<file path="src/rtl/mem_arb_pkg.sv">
// Shared types and defaults for the round-robin memory port arbiter.
// Holds the FSM state encoding, default geometry and the core index type.
package mem_arb_pkg;

  localparam int DEF_N_CORES = 4;
  localparam int DEF_ADDR_W  = 16;
  localparam int DEF_DATA_W  = 16;

  // Width needed to index n cores; never narrower than one bit.
  function automatic int idx_width(input int n);
    return (n > 1) ? $clog2(n) : 1;
  endfunction

  localparam int CORE_IDX_W = idx_width(DEF_N_CORES);

  typedef logic [CORE_IDX_W-1:0] core_idx_t;

  typedef enum logic [1:0] {
    IDLE    = 2'd0,
    ACCESS  = 2'd1,
    CAPTURE = 2'd2
  } arb_state_t;

endpackage

</file>
<file path="src/rtl/mem_port_arbiter_rr_select.sv">
// Combinational round-robin picker: first set request at or above ptr,
// wrapping modulo N_CORES; returns a one-hot grant and its index.
module rr_select
  import mem_arb_pkg::*;
#(
  parameter int N_CORES = DEF_N_CORES,
  localparam int IDX_W  = idx_width(N_CORES)
) (
  input  logic [N_CORES-1:0] req,
  input  logic [IDX_W-1:0]   ptr,
  output logic [N_CORES-1:0] grant,
  output logic [IDX_W-1:0]   idx,
  output logic               valid
);

  logic [2*N_CORES-1:0] req2;
  logic [N_CORES-1:0]   rot;
  logic [IDX_W-1:0]     off;
  logic [IDX_W:0]       sum;

  // Rotating the doubled vector puts the pointer position at bit 0.
  assign req2  = {req, req};
  assign rot   = req2[ptr +: N_CORES];
  assign valid = |req;

  always_comb begin
    off = '0;
    for (int i = N_CORES - 1; i >= 0; i--) begin
      if (rot[i]) begin
        off = IDX_W'(i);
      end
    end
    sum = {1'b0, ptr} + {1'b0, off};
    if (sum >= (IDX_W+1)'(N_CORES)) begin
      sum = sum - (IDX_W+1)'(N_CORES);
    end
    idx   = sum[IDX_W-1:0];
    grant = valid ? (N_CORES'(1) << idx) : '0;
  end

endmodule

</file>
<file path="src/rtl/mem_port_arbiter.sv">
// Round-robin arbiter sharing one synchronous-read memory port among cores.
// Define READ_MERGE_EN to let same-address readers ride along with a read winner.
module mem_port_arbiter
  import mem_arb_pkg::*;
#(
  parameter int N_CORES = DEF_N_CORES,
  parameter int ADDR_W  = DEF_ADDR_W,
  parameter int DATA_W  = DEF_DATA_W
) (
  input  logic                      clk,
  input  logic                      rst_n,
  input  logic [N_CORES-1:0]        req,
  input  logic [N_CORES-1:0]        we,
  input  logic [N_CORES*ADDR_W-1:0] addr,
  input  logic [N_CORES*DATA_W-1:0] wdata,
  output logic [N_CORES-1:0]        ack,
  output logic [N_CORES*DATA_W-1:0] rdata,
  output logic                      mem_en,
  output logic                      mem_we,
  output logic [ADDR_W-1:0]         mem_addr,
  output logic [DATA_W-1:0]         mem_wdata,
  input  logic [DATA_W-1:0]         mem_rdata,
  output logic                      busy
);

  localparam int IDX_W = idx_width(N_CORES);

  arb_state_t         state_reg, state_next;
  logic [IDX_W-1:0]   rr_ptr_reg, rr_ptr_next;
  logic [N_CORES-1:0] grant_reg, ack_reg;
  logic [N_CORES-1:0] eligible, win_grant, take_mask;
  logic [IDX_W-1:0]   win_idx;
  logic               win_valid;
  logic               load;
  logic               mem_we_reg;
  logic [ADDR_W-1:0]  mem_addr_reg;
  logic [DATA_W-1:0]  mem_wdata_reg;
  logic [ADDR_W-1:0]  addr_arr  [N_CORES];
  logic [DATA_W-1:0]  wdata_arr [N_CORES];
  logic [DATA_W-1:0]  rdata_reg [N_CORES];

  // A core in its ack cycle still shows its old req; keep it out of this round.
  assign eligible = req & ~ack_reg;

  rr_select #(.N_CORES(N_CORES)) u_rr_select (
    .req   (eligible),
    .ptr   (rr_ptr_reg),
    .grant (win_grant),
    .idx   (win_idx),
    .valid (win_valid)
  );

  genvar gi;
  generate
    for (gi = 0; gi < N_CORES; gi++) begin : g_core
      assign addr_arr[gi]  = addr[gi*ADDR_W +: ADDR_W];
      assign wdata_arr[gi] = wdata[gi*DATA_W +: DATA_W];
      assign rdata[gi*DATA_W +: DATA_W] = rdata_reg[gi];

      always_ff @(posedge clk or negedge rst_n) begin
        if (!rst_n) begin
          rdata_reg[gi] <= '0;
        end else if (state_reg == CAPTURE && grant_reg[gi] && !mem_we_reg) begin
          rdata_reg[gi] <= mem_rdata;
        end
      end
    end
  endgenerate

`ifdef READ_MERGE_EN
  logic [N_CORES-1:0] join_vec;
  generate
    for (gi = 0; gi < N_CORES; gi++) begin : g_join
      assign join_vec[gi] = eligible[gi] & ~we[gi] & (addr_arr[gi] == addr_arr[win_idx]);
    end
  endgenerate
  assign take_mask = we[win_idx] ? win_grant : (win_grant | join_vec);
`else
  assign take_mask = win_grant;
`endif

  assign rr_ptr_next = (win_idx == IDX_W'(N_CORES - 1)) ? '0 : win_idx + 1'b1;

  always_ff @(posedge clk or negedge rst_n) begin
    if (!rst_n) begin
      state_reg <= IDLE;
    end else begin
      state_reg <= state_next;
    end
  end

  always_comb begin
    state_next = state_reg;
    load       = 1'b0;
    mem_en     = 1'b0;
    busy       = 1'b1;
    case (state_reg)
      IDLE: begin
        busy = 1'b0;
        if (win_valid) begin
          load       = 1'b1;
          state_next = ACCESS;
        end
      end
      ACCESS: begin
        mem_en     = 1'b1;
        state_next = CAPTURE;
      end
      CAPTURE: state_next = IDLE;
      default: state_next = IDLE;
    endcase
  end

  always_ff @(posedge clk or negedge rst_n) begin
    if (!rst_n) begin
      rr_ptr_reg    <= '0;
      grant_reg     <= '0;
      ack_reg       <= '0;
      mem_we_reg    <= 1'b0;
      mem_addr_reg  <= '0;
      mem_wdata_reg <= '0;
    end else begin
      ack_reg <= (state_reg == CAPTURE) ? grant_reg : '0;
      if (load) begin
        rr_ptr_reg    <= rr_ptr_next;
        grant_reg     <= take_mask;
        mem_we_reg    <= we[win_idx];
        mem_addr_reg  <= addr_arr[win_idx];
        mem_wdata_reg <= wdata_arr[win_idx];
      end
    end
  end

  assign ack       = ack_reg;
  assign mem_we    = mem_we_reg;
  assign mem_addr  = mem_addr_reg;
  assign mem_wdata = mem_wdata_reg;

endmodule

</file>
<file path="config.mk">
export PLATFORM = sky130hd
export DESIGN_NAME = mem_port_arbiter
export DESIGN_NICKNAME = d
export VERILOG_FILES = /design/src/rtl/mem_arb_pkg.sv /design/src/rtl/mem_port_arbiter_rr_select.sv /design/src/rtl/mem_port_arbiter.sv
export SDC_FILE = /design/constraint.sdc
export NUM_CORES = 1
export LEC_CHECK = 0
export BUFFER_PORTS_ARGS = -buffer_cell sky130_fd_sc_hd__clkbuf_2
export CAP_MARGIN = 20
export CORE_MARGIN = 1.5
export CORE_UTILIZATION = 43
export CTS_CLUSTER_DIAMETER = 200
export CTS_CLUSTER_SIZE = 20
export DETAILED_ROUTE_END_ITERATION = 8
export PLACE_DENSITY = 0.74
export SLEW_MARGIN = 20
export SYNTH_ARGS = -nofsm -noshare
export SYNTH_HDL_FRONTEND = slang
export SYNTH_SLANG_ARGS = --single-unit
</file>
<file path="constraint.sdc">
create_clock -name clk -period 3 [get_ports clk]
set_input_delay 0.3 -clock clk [delete_from_list [all_inputs] [get_ports clk]]
set_output_delay 0.3 -clock clk [all_outputs]
set_load 0.03 [all_outputs]
</file>
# Word level (Yosys, flattened, before mapping)
# Index checks and enable logic that the tools add are counted.
# word_totals
in_bits,154
register_bits,109
output_inout_bits,103
elab_cells,59
# classes
mux,22
order_cmp,3
shifts,2
eq_ne,4
add_sub_neg,3
bitwise_logic,3
n_reduce_logical,11
# ops
op,n
$bmux W16 S2,2
$mux W16,4
$mux W2,7
$logic_and A1 B1 Y1,8
$mux W4,2
$shiftx A8 B3 Y4,1
$ge A3 B3 Y1 const B,2
$mux W1,5
$and A4 B4 Y4,1
$eq A2 B2 Y1 const B,2
$not A4 Y4,1
$pmux W2 S2,1
$reduce_or A4 Y1,1
$shl A1 B2 Y4 const A,1
$add A2 B2 Y3,1
$lt A2 B3 Y1 const B,1
$not A2 Y3,1
$add A2 B1 Y2 const B,1
$bmux W1 S2,1
$eq A2 B1 Y1 const B,1
$logic_not A2 Y1,1
$ne A2 B1 Y1 const B,1
$sub A2 B1 Y2 const B,1
$logic_not A1 Y1,1

# Longest topological paths before layout
# Gate-level depths: netlist (run 1).
# depth
depth_word,14
depth_mapped,14
mapped_depth_nobuf,12

# Modules after synthesis
# A second synthesis (run 1) with hierarchy kept.
# hier_totals
cells_unflattened,326
hier_area_um2,5341.4
# modules_own_cells
module,seq_area_each_um2,n_inst,area_per_inst_um2,cells_each
mem_port_arbiter,2727.6,1,5014.8,284
rr_select,0.0,1,326.6,42

# Least setup slack after synthesis (run 1)
# No wires, ideal clock.
# synth_path
kind,register -> register
startpoint,reg ack_reg[0] (netlist: ack[0])
endpoint,reg mem_wdata_reg[0] (netlist: mem_wdata[0])
path_stages_with_launch,13
path_buffers,2
t_arrival_ps,2741
slack_ps,106
period_less_slack_ps,2894
setup_ps,152
required_time_ps,2848
cell_sequence,dfrtp_1 > and3b_4 > o21bai_1 > o21ai_0 > a221o_1 > o21ai_0 > ha_1 > clkbuf_1 > clkbuf_1 > mux2i_1 > nor2_1 > o311ai_0 > o311ai_0
# synth_between
elab_chain_len,14
elab_cells_between_ends,18
cone_classes,2 x add/sub; 1 x order compare; 1 x shift; 10 x mux; 3 x bitwise; 1 x reduce/logical
# synth_rtl
item,line_no,source
start: declaration,mem_port_arbiter.sv:30,"logic [N_CORES-1:0] grant_reg, ack_reg;"
start signal: assignment,mem_port_arbiter.sv:123,ack_reg <= (state_reg == CAPTURE) ? grant_reg : '0;
$not A4 Y4 *,mem_port_arbiter.sv:43,assign eligible = req & ~ack_reg;
$and A4 B4 Y4 *,mem_port_arbiter.sv:43,
$shiftx A8 B3 Y4,mem_port_arbiter_rr_select.sv:23,assign rot = req2[ptr +: N_CORES];
$mux W2 (4 in series),mem_port_arbiter_rr_select.sv:29,if (rot[i]) begin
$add A2 B2 Y3,mem_port_arbiter_rr_select.sv:33,"sum = {1'b0, ptr} + {1'b0, off};"
$ge A3 B3 Y1 / $sub A2 B1 Y2 (equally long branches),"mem_port_arbiter_rr_select.sv:34, mem_port_arbiter_rr_select.sv:35",
$mux W2,mem_port_arbiter_rr_select.sv:34,if (sum >= (IDX_W+1)'(N_CORES)) begin
$not A2 Y3 (implied by the code),mem_port_arbiter.sv:129,mem_wdata_reg <= wdata_arr[win_idx];
$bmux W16 S2,mem_port_arbiter.sv:129,
$mux W16 (implied by the code) (2 in series),mem_port_arbiter.sv:129,
end signal: assignment,mem_port_arbiter.sv:129,
end: declaration,mem_port_arbiter.sv:37,logic [DATA_W-1:0] mem_wdata_reg;
# Mark *: on every way between the ends. The rest lies on a longest branch, timed or not. The select of a mux whose other input is x is not followed.
# A chain may end at the register's enable or synchronous reset.

# Worst setup path in the final report (run 1)
# layout_path
startpoint,reg rr_ptr_reg[0]
endpoint,reg mem_wdata_reg[15] (netlist: mem_wdata[15])
# layout_between
elab_chain_len,12
elab_cells_between_ends,13
cone_classes,2 x add/sub; 1 x order compare; 1 x shift; 8 x mux; 1 x bitwise
# layout_rtl
item,line_no,source
start: declaration,mem_port_arbiter.sv:29,"logic [IDX_W-1:0] rr_ptr_reg, rr_ptr_next;"
start signal: assignment,mem_port_arbiter.sv:125,rr_ptr_reg <= rr_ptr_next;
$shiftx A8 B3 Y4,mem_port_arbiter_rr_select.sv:23,
$mux W2 (4 in series),mem_port_arbiter_rr_select.sv:29,
$add A2 B2 Y3 *,mem_port_arbiter_rr_select.sv:33,
$ge A3 B3 Y1 / $sub A2 B1 Y2 (equally long branches),"mem_port_arbiter_rr_select.sv:34, mem_port_arbiter_rr_select.sv:35",
$mux W2 *,mem_port_arbiter_rr_select.sv:34,
$not A2 Y3 (implied by the code) *,mem_port_arbiter.sv:129,
$bmux W16 S2 *,mem_port_arbiter.sv:129,
$mux W16 (implied by the code) * (2 in series),mem_port_arbiter.sv:129,
# Marks and branches as above.

==> impl_metrics.yaml, run 1 <==
synth:
  syn_area_per_cell_um2: 11.8
  synth_seq_cells: 109
  synthAdderAreaFrac_pct: 0.446
  ys_warn_count: 0
  syn_area_mm2: 0.00561
  synthFlopType: "dfrtp_1"
  synth-edff-count: 0
  yosysSeqAreaShare_pct: 48.6
  postSynth.asyncResetShare_pct: 100
  muxShareOfSynthArea_pct: 24.8
  synth_cell_types: 39
  synth_top_family_by_area: "multiplexers"
  synth_xor_area_share_pct: 0
  synth_compound_area_share_pct: 13.1
  synthSimpleGateAreaFrac_pct: 9.08
  syn-num-nets: 631
  syn_inst: 475
setup_path:
  startpoint: "rr_ptr_reg[0]"
  end_kind: "flop"
  required_ns: 3.17
  cp-start-kind: "flop"
  r2r_cells: 11
  arrival_ns: 3.01
  reg2reg_to: "mem_wdata[15]"
  r2r-start: "rr_ptr_reg[0]"
  rrSetupSlack_ns: 0.16
  endpoint: "mem_wdata[15]"
  critPathMaxFanout: 11
  path_class: "reg2reg"
sta:
  finalCritPeriodShare_pct: 94.6
  setup_violations: 0
  slew_headroom_pct: 30.4
  hold_ws_ns: -0.00295
  finalMaxSlewViolations: 0
  tns_ns: 0
  rsz0062_at_grt: "no"
  skew_ns: 0.0106
  worst_pin_slew_ns: 1.04
  hold_viol_final: 5
  max_freq_mhz: 353
  fin_crit_ns: 2.84
clock_tree:
  clk_latency_ns: 0.34
  clkTransAtPathRegs_ns: 0.08
  cts_hold_buf: 0
  cts_buffers: 9
  htreeDepth: 3
  clockBufferDepth: 2
  root_buffer: "clkbuf_16"
  cts_tree: "done"
  cts_sinks: 109
grt:
  grt_pass1_vias: 4602
  gr-usage-met2_pct: 37.0
  grt_max_degree: 110
  grt-busiest-layer: "met2"
  grt_overflow_total: 0
  grt_use_met3_pct: 4.53
  antenna_found_initial: 0
  met1_usage_pct: 27.1
  grt_use_total_pct: 21.8
  grt_first_pass_wirelength_um: 23100
final_layout:
  largest_register_ffs: 64
  area_growth_pct: 31.5
  insertedDiodeCount: 0
  nNetsFinal: 873
  fin_area_mm2: 0.00738
  final_layout_size_suffix_gt1_share_pct: 51.2
run_status:
  failed_checks: "hold timing"
  status: "finished, violations left"
power:
  irDropWorstVdd_mv: 0.733
  p_switching_mw: 4.69
  combPwrFrac_pct: 61.7
  switching_share_pct: 48.0
  power.internal_mw: 5.08
  power.share.sequential_pct: 26.6
  clkPwrFrac_pct: 11.7
  powerDensity_mw_per_mm2: 1320
  p_leak_nw: 3.71
detailed_routing:
  wl_um: 15600
  dr.pass1.iters: 5
  wl_per_cell_um: 17.4
  drt_iter0_drc: 264
  drc: 0
  antenna_left: 0
  dr_total_vias: 4848
  vias_per_cell: 5.42
floorplanning:
  placementRows: 41
  start_util_pct: 44.3
  coreArea_mm2: 0.0127
  die_h_um: 117
  io_pins: 257
  die_area_mm2: 0.0137
  fp.dieW_um: 117
placed_design:
  place_area_mm2: 0.00708
  gp_congestion: 0.818
  port_buffers: 256
  hpwl_um: 11500
min_path:
  min-delay-path-class: "in2async"
job:
  drv_cap: 0
-- placed cells by master, fill, tap and decap left out, drive strengths merged --
cell type,synthesis,routed
and2,8,8
inv,2,5
buf,13,20
nor2b,5,5
and3b,1,1
or3,1,1
nand2,46,46
o31ai,4,4
clkinvlp,0,1
nand2b,4,4
nor3,1,1
clkbuf,31,265
ha,2,2
a21oi,1,1
o2111ai,1,1
nor2,34,34
or2,1,1
nand3,1,1
or3b,1,1
o21bai,1,1
o31a,1,1
o21ai,4,4
a221o,1,1
nand3b,1,1
mux2,65,65
nor3b,1,1
clkinv,0,2
a41o,1,1
mux2i,66,66
o311ai,66,66
dfrtp,109,109
nand4,1,1
and3,1,1
-- worst max-delay path, cell delays in order (launching register included) --
cell      delay (ns)
dfrtp_1         0.48
and3b_4         0.24
o21bai_1        0.16
o21ai_0         0.18
a221o_1         0.16
o21ai_0         0.15
ha_4            0.44
buf_6           0.21
mux2i_1         0.28
nor2_1          0.07
o311ai_0        0.12
o311ai_0        0.18
-- cell usage after synthesis (all sizes together), types with 2 or more instances --
| master | number | area (µm²) |
|---|---|---|
| inv | 2 | 10.0 |
| clkbuf | 31 | 116 |
| o21ai | 4 | 20.0 |
| o31ai | 4 | 48.8 |
| ha | 2 | 25.0 |
| and2 | 8 | 50.1 |
| dfrtp | 109 | 2730 |
| nand2 | 46 | 173 |
| mux2 | 65 | 732 |
| o311ai | 66 | 578 |
| nor2b | 5 | 31.3 |
| nor2 | 34 | 135 |
| mux2i | 66 | 661 |
| nand2b | 4 | 25.0 |
| buf | 13 | 93.8 |
-- metal layers --
layer | part of all wire, % | vias to the layer above
li1 | - | 2273
met1 | 41 | 2308
met2 | 48 | 238
met3 | 7.7 | 29
met4 | 3.0 | 0
met5 | 0 | -
-- what timing repair did --
action	4_1_cts	5_1_grt
gates resized for setup	0	0
setup buffers	0	1
endpoints found under the setup margin	0	9
-- kinds of logic after synthesis --
family,after synthesis
buffers and inverters,46
AND/OR/NAND/NOR,107
flip-flops,109
adder cells (fa/ha/maj),2
AO/OA/AOI/OAI,80
multiplexers,131
-- cell type report --
| cell class | count | area, µm² |
|---|---|---|
| Clock buffer | 10 | 229 |
| Clock inverter | 6 | 56.3 |
| Sequential cell | 109 | 2730 |
| Fill cell | 1099 | 5290 |
| Tap cell | 172 | 215 |
| Multi-Input combinational cell | 320 | 2690 |
| Timing Repair Buffer | 275 | 1460 |
| Inverter | 2 | 10.0 |
-- power by group through the flow --
stage / clock network, mW / logic [mW] / registers [mW]
6_report: 1.14 / 6.03 / 2.60
5_1_grt: 1.23 / 6.48 / 2.69
4_1_cts: 1.17 / 6.00 / 2.60
3_5_place_dp: 0 / 6.01 / 2.62
3_3_place_gp: 0 / 5.87 / 2.58
2_1_floorplan: 0 / 3.14 / 3.79
-- per-stage QoR --
stage | hold slack, ns | cells | utilization [%] | total power, mW | setup slack (ns)
2_1_floorplan | 0.00441 | 475 | - | 6.93 | 0.106
3_3_place_gp | 0.384 | 877 | 55.9 | 8.45 | 0.229
3_5_place_dp | 0.394 | 877 | 55.9 | 8.62 | 0.151
4_1_cts | 0.0176 | 893 | 58.1 | 9.78 | 0.121
5_1_grt | 0.0351 | 894 | 58.2 | 10.4 | 0.00871
6_report | -0.00295 | 894 | 58.2 | 9.77 | 0.163
-- how the worst min path moves through the flow --
stage | end | cells past startpoint | start
6_report | rdata[35] | 1 | rst_n
5_1_grt | rdata[35] | 1 | rst_n
4_1_cts | rdata[19] | 1 | rst_n
3_5_place_dp | rdata[19] | 1 | rst_n
3_3_place_gp | rdata[3] | 1 | rst_n
2_1_floorplan | ack[0] | 0 | rst_n
(Power assumes the default switching activity.)
==> run 2, diff against run 1 <==
--- a/config.mk
+++ b/config.mk
@@ -8,12 +8,12 @@
 export BUFFER_PORTS_ARGS = -buffer_cell sky130_fd_sc_hd__clkbuf_2
 export CAP_MARGIN = 20
 export CORE_MARGIN = 1.5
-export CORE_UTILIZATION = 43
+export CORE_UTILIZATION = 42
 export CTS_CLUSTER_DIAMETER = 200
 export CTS_CLUSTER_SIZE = 20
 export DETAILED_ROUTE_END_ITERATION = 8
 export PLACE_DENSITY = 0.74
-export SLEW_MARGIN = 20
 export SYNTH_ARGS = -nofsm -noshare
 export SYNTH_HDL_FRONTEND = slang
+export SYNTH_HIERARCHICAL = 1
 export SYNTH_SLANG_ARGS = --single-unit
==> impl_metrics.yaml, run 2 <==
grt:
  grt_first_pass_wirelength_um: 20600
  antenna_found_initial: 1
  grt_pass1_vias: 3965
  grt_overflow_total: 0
  grt_use_total_pct: 20.6
  grt_max_degree: 66
sta:
  max_freq_mhz: 358
  skew_ns: 0.00762
  hold_viol_final: 0
  rsz0062_at_grt: "no"
  finalCritPeriodShare_pct: 93.0
  finalMaxSlewViolations: 0
  fin_crit_ns: 2.79
  setup_violations: 0
  slew_headroom_pct: 60.7
  worst_pin_slew_ns: 0.585
  tns_ns: 0
detailed_routing:
  wl_um: 13600
  drt_iter0_drc: 219
  vias_per_cell: 5.05
  dr.pass1.iters: 4
  antenna_left: 0
  drc: 0
  dr_total_vias: 3851
  wl_per_cell_um: 17.9
floorplanning:
  die_h_um: 116
  io_pins: 257
  placementRows: 41
  fp.dieW_um: 116
  die_area_mm2: 0.0134
  start_util_pct: 42.7
  coreArea_mm2: 0.0125
synth:
  yosysSeqAreaShare_pct: 51.1
  synth_seq_cells: 109
  synthFlopType: "dfrtp_1"
  yosys-top-cells-count: "109 x dfrtp_1, 42 x mux2_1, 36 x mux2_2"
  synth_top_area_cell: "dfrtp_1"
  ys_warn_count: 6
  yosysMostFrequentCell: "dfrtp_1"
  netlist.area_leader.share_pct: 51.1
  syn_area_per_cell_um2: 16.4
  synth-edff-count: 0
  synth_cell_types: 36
  syn-num-nets: 482
  postSynth.asyncResetShare_pct: 100
  syn_area_mm2: 0.00534
  synth_area_leaders: "dfrtp_1 51%, mux4_2 12%, mux2_1 8.9%"
  syn_inst: 326
min_path:
  min_path_cells: 2
  hp-start: "mem_rdata[9]"
  min-delay-path-class: "in2reg"
  min_to: "rdata[25]"
clock_tree:
  htreeDepth: 3
  clockBufferDepth: 2
  cts_sinks: 109
  cts_buffers: 9
  root_buffer: "clkbuf_16"
  clk_latency_ns: 0.35
  clkTransAtPathRegs_ns: 0.07
  cts_tree: "done"
job:
  drv_cap: 0
final_layout:
  layout_common_cells: "255 x clkbuf_2, 109 x dfrtp_1, 42 x mux2_1, 36 x mux2_2, 29 x mux4_2"
  final_layout_size_suffix_gt1_share_pct: 66.4
  insertedDiodeCount: 0
  area_growth_pct: 35.0
  layout_commonest_cell: "clkbuf_2"
  stdcell_count: 762
  largest_register_ffs: 64
  nNetsFinal: 741
setup_path:
  reg2reg_to: "mem_addr[11]"
  required_ns: 3.23
  arrival_ns: 3.02
  r2r_cells: 9
  end_kind: "flop"
  critPathMaxFanout: 9
  rrSetupSlack_ns: 0.21
  r2r-start: "ack[1]"
  cp-start-kind: "flop"
  path_class: "reg2reg"
placed_design:
  hpwl_um: 10700
  gp_congestion: 0.886
  dp.cells: 745
  port_buffers: 256
power:
  powerDensity_mw_per_mm2: 1370
  p_leak_nw: 3.63
  irDropWorstVdd_mv: 0.692
run_status:
  status: "finished, final reports clean"
==> run 2: cell types whose count changed in the layout (fill, tap and decap cells not counted), sizes merged, moves of 29 or more <==
| cell | delta |
|---|---|
| mux2 | +38 |
| mux2i | -60 |
| mux4 | +33 |
| nand2 | -41 |
| nor2 | -29 |
| o311ai | -65 |
==> run 2: kinds of logic after synthesis <==
kind of cell / after synthesis / share of synthesized area (%)
muxes: 142 / 38.8
DFF: 109 / 51.1
and+or+nand+nor: 37 / 4.52
buffers and inverters: 26 / 3.44
AOI/OAI and AO/OA: 7 / 1.22
xor gates and xnor gates: 3 / 0.492
adders and majority gates: 2 / 0.468
==> run 2: routing by layer <==
| layer | track usage (%) | share of wire (%) | vias up |
|---|---|---|---|
| met1 | 25.4 | 40 | 1908 |
| li1 | - | - | 1745 |
| met3 | 5.54 | 7.8 | 21 |
| met4 | 7.15 | 1.9 | 0 |
| met5 | 0 | 0 | - |
| met2 | 35.0 | 51 | 177 |
==> run 2: worst max-delay path, cell delays in order (launching register included) <==
cell,delay [ns]
dfrtp_1,0.39
nor2b_2,0.27
nor2_1,0.09
o21a_1,0.11
a21oi_1,0.13
o211ai_1,0.11
ha_2,0.53
buf_4,0.26
mux4_2,0.51
mux2_2,0.28
==> run 2: metrics by stage <==
step	worst slack [ns]	hold slack, ns	util [%]	total power [mW]	area, µm²
after CTS	0.0599	0.199	57.5	9.98	7200
after floorplan	-0.0387	0.00441	-	7.18	5340
after global routing	0.0114	0.209	57.6	10.5	7210
after global placement	0.165	0.331	55.3	8.69	6920
after detailed placement	0.0562	0.339	55.3	8.87	6920
final	0.210	0.213	57.6	9.87	7210
==> run 2: worst max-delay path by stage <==
| stage | end | cells past startpoint | slack, ns | startpoint |
|---|---|---|---|---|
| final | mem_addr[11] | 9 | 0.21 | ack[1] |
| after global routing | mem_addr[11] | 9 | 0.01 | ack[1] |
| after CTS | mem_wdata[11] | 10 | 0.06 | ack[2] |
| after detailed placement | mem_we | 10 | 0.06 | req[3] |
| after global placement | mem_wdata[11] | 11 | 0.17 | req[2] |
| after floorplan | mem_addr[0] | 12 | -0.04 | ack[3] |
==> run 2: report_power, final <==
part | internal (mW) | total (mW) | switching (mW)
clock network | 0.567 | 1.09 | 0.523
registers | 2.21 | 2.72 | 0.509
logic | 2.94 | 6.06 | 3.12
==> run 2: layout make-up <==
cell class,count,area [µm²]
timing repair buffer,272,1470
clock buffer,11,233
inverter,2,7.51
multi-input combinational,191,2520
tap,172,215
clock inverter,5,36.3
sequential,109,2730
fill,1074,5310
==> run 2: what timing repair did <==
action	in CTS	in global routing
setup buffers	0	0
gates resized for setup	0	3
hold buffers	1	0
setup endpoints to repair	0	35
hold endpoints to repair	44	0
==> run 3, diff against run 2 <==
--- a/config.mk
+++ b/config.mk
@@ -12,7 +12,7 @@
 export CTS_CLUSTER_DIAMETER = 200
 export CTS_CLUSTER_SIZE = 20
 export DETAILED_ROUTE_END_ITERATION = 8
-export PLACE_DENSITY = 0.74
+export PLACE_DENSITY = 0.85
 export SYNTH_ARGS = -nofsm -noshare
 export SYNTH_HDL_FRONTEND = slang
 export SYNTH_HIERARCHICAL = 1
==> impl_metrics.yaml, run 3 (synthesis results as in run 2) <==
grt:
  grt_use_total_pct: 20.1
  grt_first_pass_wirelength_um: 20400
  antenna_found_initial: 0
  grt_max_degree: 62
  grt_pass1_vias: 3954
  grt_overflow_total: 0
placed_design:
  place_area_mm2: 0.00691
  gp_congestion: 0.851
  hpwl_um: 10300
  preCtsSetupSlack_ns: 0.0323
  port_buffers: 256
final_layout:
  largest_register_ffs: 64
  layout_commonest_cell: "clkbuf_2"
  layout_common_cells: "255 x clkbuf_2, 109 x dfrtp_1, 42 x mux2_1, 36 x mux2_2, 29 x mux4_2"
  nFillCells: 993
  area_growth_pct: 35.7
  final_layout_size_suffix_gt1_share_pct: 66.4
  nNetsFinal: 738
  insertedDiodeCount: 0
  fin_area_mm2: 0.00725
  final_util_pct: 57.9
power:
  irDropWorstVdd_mv: 0.685
  p_leak_nw: 3.65
  powerDensity_mw_per_mm2: 1380
sta:
  hold_viol_final: 0
  tns_ns: 0
  slew_headroom_pct: 56.6
  fin_crit_ns: 2.75
  setup_violations: 0
  hold_ws_ns: 0.221
  skew_ns: 0.00908
  worst_pin_slew_ns: 0.645
  fin_ws_ns: 0.255
  rsz0062_at_grt: "no"
  finalCritPeriodShare_pct: 91.5
  max_freq_mhz: 364
  finalMaxSlewViolations: 0
detailed_routing:
  wl_per_cell_um: 17.5
  drc: 0
  dr_total_vias: 3834
  dr.pass1.iters: 4
  vias_per_cell: 5.05
  drt_iter0_drc: 175
  antenna_left: 0
  wl_um: 13300
clock_tree:
  htreeDepth: 3
  root_buffer: "clkbuf_16"
  cts_sinks: 109
  cts_buffers: 9
  cts_setup_buffers: 0
  clk_latency_ns: 0.35
  clockBufferDepth: 2
  clkTransAtPathRegs_ns: 0.07
  cts_tree: "done"
setup_path:
  cp-start-kind: "flop"
  path_class: "reg2reg"
  required_ns: 3.23
  critPathMaxFanout: 34
  arrival_ns: 2.98
  end_kind: "flop"
floorplanning:
  fp.dieW_um: 116
  start_util_pct: 42.7
  die_h_um: 116
  die_area_mm2: 0.0134
  placementRows: 41
  coreArea_mm2: 0.0125
  io_pins: 257
min_path:
  min-delay-path-class: "in2reg"
run_status:
  status: "finished, final reports clean"
job:
  drv_cap: 0
==> run 3: changes by cell type in the layout (fill, tap and decap cells not counted) <==
cell,before,now
nor2b_1,5,6
nor2b_2,3,2
clkbuf_8,0,3
bufinv_16,0,1
buf_4,11,7
clkbuf_1,2,0
clkinv_2,2,1
clkinv_4,2,1
buf_12,5,6
==> run 3: stage by stage <==
stage | std cells | total power, mW
2_1_floorplan | 326 | 7.18
3_3_place_gp | 742 | 8.57
3_5_place_dp | 742 | 8.83
4_1_cts | 759 | 10.1
5_1_grt | 759 | 10.6
6_report | 759 | 9.98
==> run 3: layout make-up <==
| type | instances | area [µm²] | share of cell area [%] |
|---|---|---|---|
| inverter | 2 | 7.51 | 0.104 |
| timing repair buffer | 269 | 1460 | 20.1 |
| clock inverter | 4 | 52.6 | 0.725 |
| clock buffer | 12 | 267 | 3.68 |
| tap | 172 | 215 | 2.97 |
| multi-input combinational | 191 | 2520 | 34.8 |
| sequential | 109 | 2730 | 37.6 |
==> run 3: critical path: stages (launching register included) <==
cell and delay [ns]:
dfrtp_1 0.40, nor2b_1 0.13, buf_4 0.18, nor3b_1 0.19, a21oi_1 0.06, o211ai_1 0.19
ha_2 0.24, xnor2_2 0.11, xnor2_2 0.27, buf_12 0.25, mux4_2 0.33, mux2_4 0.27
==> run 3: power by group <==
| part | switching, mW | internal, mW |
|---|---|---|
| clock network | 0.532 | 0.719 |
| registers | 0.508 | 2.21 |
| logic | 3.09 | 2.92 |
| total | 4.13 | 5.85 |
==> run 3: path summary, 6_finish.rpt <==
| path | startpoint | endpoint | slack, ns | cells after the start |
|---|---|---|---|---|
| min reg2reg | rdata[38] | rdata[38] | 0.49 | 1 |
| max reg2reg | ack[2] | mem_wdata[13] | 0.25 | 11 |
| max | ack[2] | mem_wdata[13] | 0.25 | 11 |
| max in group asynchronous | rst_n | mem_addr[6] | 1.74 | 3 |
| min | mem_rdata[8] | rdata[40] | 0.22 | 2 |
| min in group asynchronous | rst_n | rdata[25] | 0.53 | 2 |
==> run 3: layer usage <==
metal  up-vias  part of all wire, %  GRT usage [%]
li1       1733                    -              -
met1      1902                   40           24.1
met2       179                   51           35.7
met3        20                  7.2           4.60
met4         0                  1.7           6.67
met5         -                    0              0
==> run 3: repair_timing <==
item                                   4_1_cts  5_1_grt
setup endpoints to repair                    0       34
hold buffers                                 1        0
endpoints found under the hold margin       20        0
resized for setup                            0        2
